<file path="src/rtl/pattern_scheduler.sv">
// pattern_scheduler: selects the active test pattern and blanks the output for BLANK_FRAMES frames between patterns.
// Optional feature macro: PATTERN_SCHED_AUTO_EN enables the frame-counted auto-advance driven by dwell_sel/paused.
module pattern_scheduler #(
  parameter int NUM_PATTERNS = 6,
  parameter int BLANK_FRAMES = 4
) (
  input  logic       clk,
  input  logic       rst_n,
  input  logic       frame_start,
  input  logic       paused,
  input  logic       btn_next,
  input  logic       btn_prev,
  input  logic [1:0] dwell_sel,
  output logic [2:0] pattern_id,
  output logic       blank,
  output logic       switch_pulse
);

  localparam logic [2:0] LAST_ID   = 3'(NUM_PATTERNS - 1);
  localparam logic [3:0] BLANK_END = 4'(BLANK_FRAMES - 1);

  typedef enum logic {ST_SHOW, ST_BLANK} state_t;

  state_t     state, state_n;
  logic [2:0] target, target_n, pattern_n;
  logic [3:0] blank_cnt, blank_cnt_n;
  logic       next_req, next_req_n, prev_req, prev_req_n;
  logic       switch_n;
  logic [2:0] next_sync, prev_sync;
  logic       next_edge, prev_edge, want_next, want_prev;
  logic [2:0] id_inc, id_dec;

  // Bit 0/1 form the two-flop synchronizer; bit 2 is the edge-detect history.
  always_ff @(posedge clk) begin
    if (!rst_n) begin
      next_sync <= '0;
      prev_sync <= '0;
    end else begin
      next_sync <= {next_sync[1:0], btn_next};
      prev_sync <= {prev_sync[1:0], btn_prev};
    end
  end

  assign next_edge = next_sync[1] & ~next_sync[2];
  assign prev_edge = prev_sync[1] & ~prev_sync[2];
  assign want_next = next_req | next_edge;
  assign want_prev = prev_req | prev_edge;

  assign id_inc = (pattern_id == LAST_ID) ? 3'd0 : pattern_id + 3'd1;
  assign id_dec = (pattern_id == 3'd0) ? LAST_ID : pattern_id - 3'd1;

`ifdef PATTERN_SCHED_AUTO_EN
  logic [8:0] frame_cnt, frame_cnt_n, dwell_last;

  always_comb begin
    case (dwell_sel)
      2'd0:    dwell_last = 9'd59;
      2'd1:    dwell_last = 9'd119;
      2'd2:    dwell_last = 9'd239;
      default: dwell_last = 9'd479;
    endcase
  end

  always_ff @(posedge clk) begin
    if (!rst_n) frame_cnt <= '0;
    else        frame_cnt <= frame_cnt_n;
  end
`else
  logic unused_auto;
  assign unused_auto = ^{paused, dwell_sel};
`endif

  always_comb begin
    state_n     = state;
    target_n    = target;
    pattern_n   = pattern_id;
    blank_cnt_n = blank_cnt;
    next_req_n  = want_next;
    prev_req_n  = want_prev;
    switch_n    = 1'b0;
`ifdef PATTERN_SCHED_AUTO_EN
    frame_cnt_n = frame_cnt;
`endif
    case (state)
      ST_SHOW: begin
        if (frame_start) begin
          next_req_n = 1'b0;
          prev_req_n = 1'b0;
          if (want_next != want_prev) begin
            target_n = want_next ? id_inc : id_dec;
            state_n  = ST_BLANK;
`ifdef PATTERN_SCHED_AUTO_EN
            frame_cnt_n = '0;
`endif
          end
`ifdef PATTERN_SCHED_AUTO_EN
          // Requests equal here, so !want_next means nothing pending; both pending makes the frame inert.
          else if (!want_next && !paused) begin
            if (frame_cnt >= dwell_last) begin
              target_n    = id_inc;
              state_n     = ST_BLANK;
              frame_cnt_n = '0;
            end else begin
              frame_cnt_n = frame_cnt + 9'd1;
            end
          end
`endif
        end
      end
      ST_BLANK: begin
        next_req_n = 1'b0;
        prev_req_n = 1'b0;
        if (frame_start) begin
          if (blank_cnt == BLANK_END) begin
            pattern_n   = target;
            switch_n    = 1'b1;
            blank_cnt_n = '0;
            state_n     = ST_SHOW;
          end else begin
            blank_cnt_n = blank_cnt + 4'd1;
          end
        end
      end
      default: state_n = ST_SHOW;
    endcase
  end

  always_ff @(posedge clk) begin
    if (!rst_n) begin
      state        <= ST_SHOW;
      target       <= '0;
      pattern_id   <= '0;
      blank_cnt    <= '0;
      next_req     <= 1'b0;
      prev_req     <= 1'b0;
      blank        <= 1'b0;
      switch_pulse <= 1'b0;
    end else begin
      state        <= state_n;
      target       <= target_n;
      pattern_id   <= pattern_n;
      blank_cnt    <= blank_cnt_n;
      next_req     <= next_req_n;
      prev_req     <= prev_req_n;
      blank        <= (state_n == ST_BLANK);
      switch_pulse <= switch_n;
    end
  end

endmodule

</file>
<file path="config.mk">
export PLATFORM = sky130hd
export DESIGN_NAME = pattern_scheduler
export DESIGN_NICKNAME = d
export VERILOG_FILES = /design/src/rtl/pattern_scheduler.sv
export SDC_FILE = /design/constraint.sdc
export NUM_CORES = 1
export LEC_CHECK = 0
export CORE_UTILIZATION = 51
export CTS_CLUSTER_DIAMETER = 100
export DETAILED_ROUTE_END_ITERATION = 16
export GPL_ROUTABILITY_DRIVEN = 0
export GPL_TIMING_DRIVEN = 0
export PLACE_DENSITY = 0.82
export SYNTH_ARGS = -nofsm -noshare
export SYNTH_HDL_FRONTEND = slang
export SYNTH_SLANG_ARGS = --single-unit
</file>
<file path="constraint.sdc">
create_clock -name clk -period 1.6 [get_ports clk]
set_input_delay 0.32 -clock clk [delete_from_list [all_inputs] [get_ports clk]]
set_output_delay 0.32 -clock clk [all_outputs]
set_load 0.05 [all_outputs]
</file>
==> qor.csv <==
stage;metric;value;unit
logic_synthesis;async_flop_share;0;%
setup_path;worstPathMaxFanout;7;
logic_synthesis;syn-instance-count;95;
layout;fin_cells;124;
placed_design;dp_hpwl;1.02;mm
global_route;grt_pass1_vias;596;
logic_synthesis;avgSynthCellArea;9.03;sq um
setup_path;cp-start-kind;flop;
floorplan;die_w;43.0;um
outcome;outcome;complete, no violations;
routing;first_iter_violations;6;
routing;drt-total-wl;1.38;mm
placed_design;port_buffers;9;
setup_path;worstPathArrival;1210;ps
logic_synthesis;ys_types;30;
setup_path;path_cells;clkdlybuf4s15_1;
min_path;hold_path.class;reg -> reg;
floorplan;pin_count;13;
clock_tree;clk_path_buf_depth;2;
setup_path;cpLargestDelayFamily;buffers and inverters;
layout;diodes;0;
sta;rsz0062_at_grt;false;
logic_synthesis;ys.flop_type;dfxtp_1;
sta;worst_pin_slew;482;ps
setup_path;cp.required;1280;ps
logic_synthesis;ys_ff_latch;20;
routing;vias;638;
routing;viasPerCell;5.15;
floorplan;start_util;55.7;%
logic_synthesis;seq_area_frac_synth;46.6;%
global_route;antenna_found_initial;0;
clock_tree;clockRootBuffer;clkbuf_4;
floorplan;num_rows;14;
logic_synthesis;synth_area_leaders;dfxtp_1 47%, mux2i_1 5.8%, and2_1 4.4%;
global_route;grt_pass1_wl;2.52;mm
clock_tree;cts_max_level;1;
setup_path;path_buf_inv;1;
sta;post-route-min-period;1530;ps
power_and_ir_drop;powerDensity;972;nW/um^2
sta;hold_violations;0;
global_route;grt.total_usage;19.0;%
clock_tree;hold_buffers;0;
sta;clock-skew-final;0.382;ps
global_route;globalRouteOverflowTotal;0;
clock_tree;path_clk_slew;100;ps
layout;area_growth;18.7;%
sta;finalMaxSlewViolations;0;
logic_synthesis;yosysMostFrequentCell;dfxtp_1;
routing;drt_first_pass_iters;4;
setup_path;cpPeakStageDelay;510;ps
routing;wl_per_cell;11.1;um
power_and_ir_drop;p_leak;0.435;nW
floorplan;die_h;43.0;um
routing;postRouteAntennaNets;0;
logic_synthesis;synth_top_area_cell;dfxtp_1;
power_and_ir_drop;worst_ir_drop_vdd;0.000732;V
sta;finalCritPeriodShare;95.9;%
sta;slew_headroom;68.0;%
floorplan;dieArea;1850;sq um
global_route;grt_start_max_net_pins;13;
layout;post-route-util;66.1;%
sta;max_freq;0.652;GHz
logic_synthesis;synth_top_area_share;46.6;%
logic_synthesis;synth.cells.most_frequent;20 x dfxtp_1, 10 x nor2_1, 9 x nand2_1;
logic_synthesis;synth_nets;105;
clock_tree;numCtsBuffers;3;
logic_synthesis;yosysWarnings;0;
layout;layout-drive-gt1-share;11.1;%
clock_tree;cts_sinks;20;
layout;layout.nets;119;
logic_synthesis;synth_edf_count;0;
clock_tree;clock_latency;300;ps
setup_path;critPathSlowestCell;clkdlybuf4s15_1;
sta;finalSetupViolCount;0;
placed_design;dp.cells;120;
clock_tree;cts_tree;yes;
logic_synthesis;syn_area;858;sq um
routing;drcViolationCount;0;
floorplan;core;1540;sq um
setup_path;worstSetupEndpointType;output pin;
setup_path;critPathKind;reg -> out;
run;maxCapViolations;0;
==> worst reg2reg max path: cells and delay by family, from the launching register on <==
family	cells	cell delay (ps)
and+or+nand+nor	3	460
adders and majority gates	1	170
muxes	1	150
DFF	1	380
buffers and inverters	1	140
==> worst paths after layout <==
kind                 from             to  slack, ps  cells past startpoint
max reg2reg  blank_cnt[0]  pattern_id[1]        190                      6
min          prev_sync[0]   prev_sync[1]        450                      1
min reg2reg  prev_sync[0]   prev_sync[1]        450                      1
max                 state          blank         70                      1
==> power by group <==
part / switching, mW / internal (mW)
registers: 0.00923 / 0.512
clock network: 0.149 / 0.253
logic: 0.0372 / 0.0292
==> per-stage QoR <==
step | cell area [sq um] | power, mW | worst slack, ps | setup TNS, ps | hold WS [ps]
4_1_cts | 1020 | 1.00 | 11.1 | 0 | 456
5_1_grt | 1020 | 1.03 | 3.82 | 0 | 481
3_5_place_dp | 970 | 0.600 | -183 | -946 | 426
6_report | 1020 | 0.990 | 66.0 | 0 | 449
2_1_floorplan | 860 | 0.575 | 89.9 | 0 | 412
3_3_place_gp | 970 | 0.599 | -171 | -864 | 419
==> placed cells by master, fill, tap and decap left out, drive strengths merged, types with 2 or more instances in the layout <==
cell	count
dfxtp	20
nor2	10
nand2	9
inv	7
and2	6
mux2i	5
a21oi	5
clkbuf	5
nand2b	4
clkdlybuf4s50	4
nand3	4
o211ai	3
clkdlybuf4s15	3
or3	2
nor3	2
ha	2
o21ai	2
==> flip-flops by register name, summed over array words and instances, names as in the netlist <==
register,count
prev_sync,3
next_req,1
pattern_id,3
next_sync,3
switch_pulse,1
blank_cnt,4
state,1
target,3
prev_req,1
==> kinds of logic (layout without fill, tap and decap cells) <==
logic type	count (synthesis)	after routing	share of synthesized area [%]
AND/OR/NAND/NOR	41	41	24.9
flip-flops	20	20	46.6
AO/OA/AOI/OAI	16	16	12.8
buffers and inverters	9	22	4.81
multiplexers	5	5	5.83
adder cells (fa/ha/maj)	2	2	2.91
XOR/XNOR	2	2	2.04
==> per-layer routing <==
metal / vias up / GRT usage, % / part of all wire, %
met5: - / 0 / 0
met4: 0 / 7.27 / 1.4
met3: 2 / 8.94 / 5.4
met2: 12 / 28.2 / 41
met1: 274 / 23.9 / 52
li1: 350 / - / -
==> area by class of cell <==
class | count | area, sq um
fill | 128 | 523
multi-input combinational | 66 | 417
sequential | 20 | 402
timing repair buffer | 9 | 86.3
clock inverter | 1 | 30.0
inverter | 7 | 26.3
clock buffer | 3 | 22.5
tap | 16 | 20.0
buffer | 2 | 15.0
==> repair_timing <==
| action | 4_1_cts | 5_1_grt |
|---|---|---|
| gates resized for setup | 10 | 2 |
| setup buffers | 0 | 0 |
| endpoints found under the setup margin | 5 | 2 |
(Power assumes the default switching activity.)
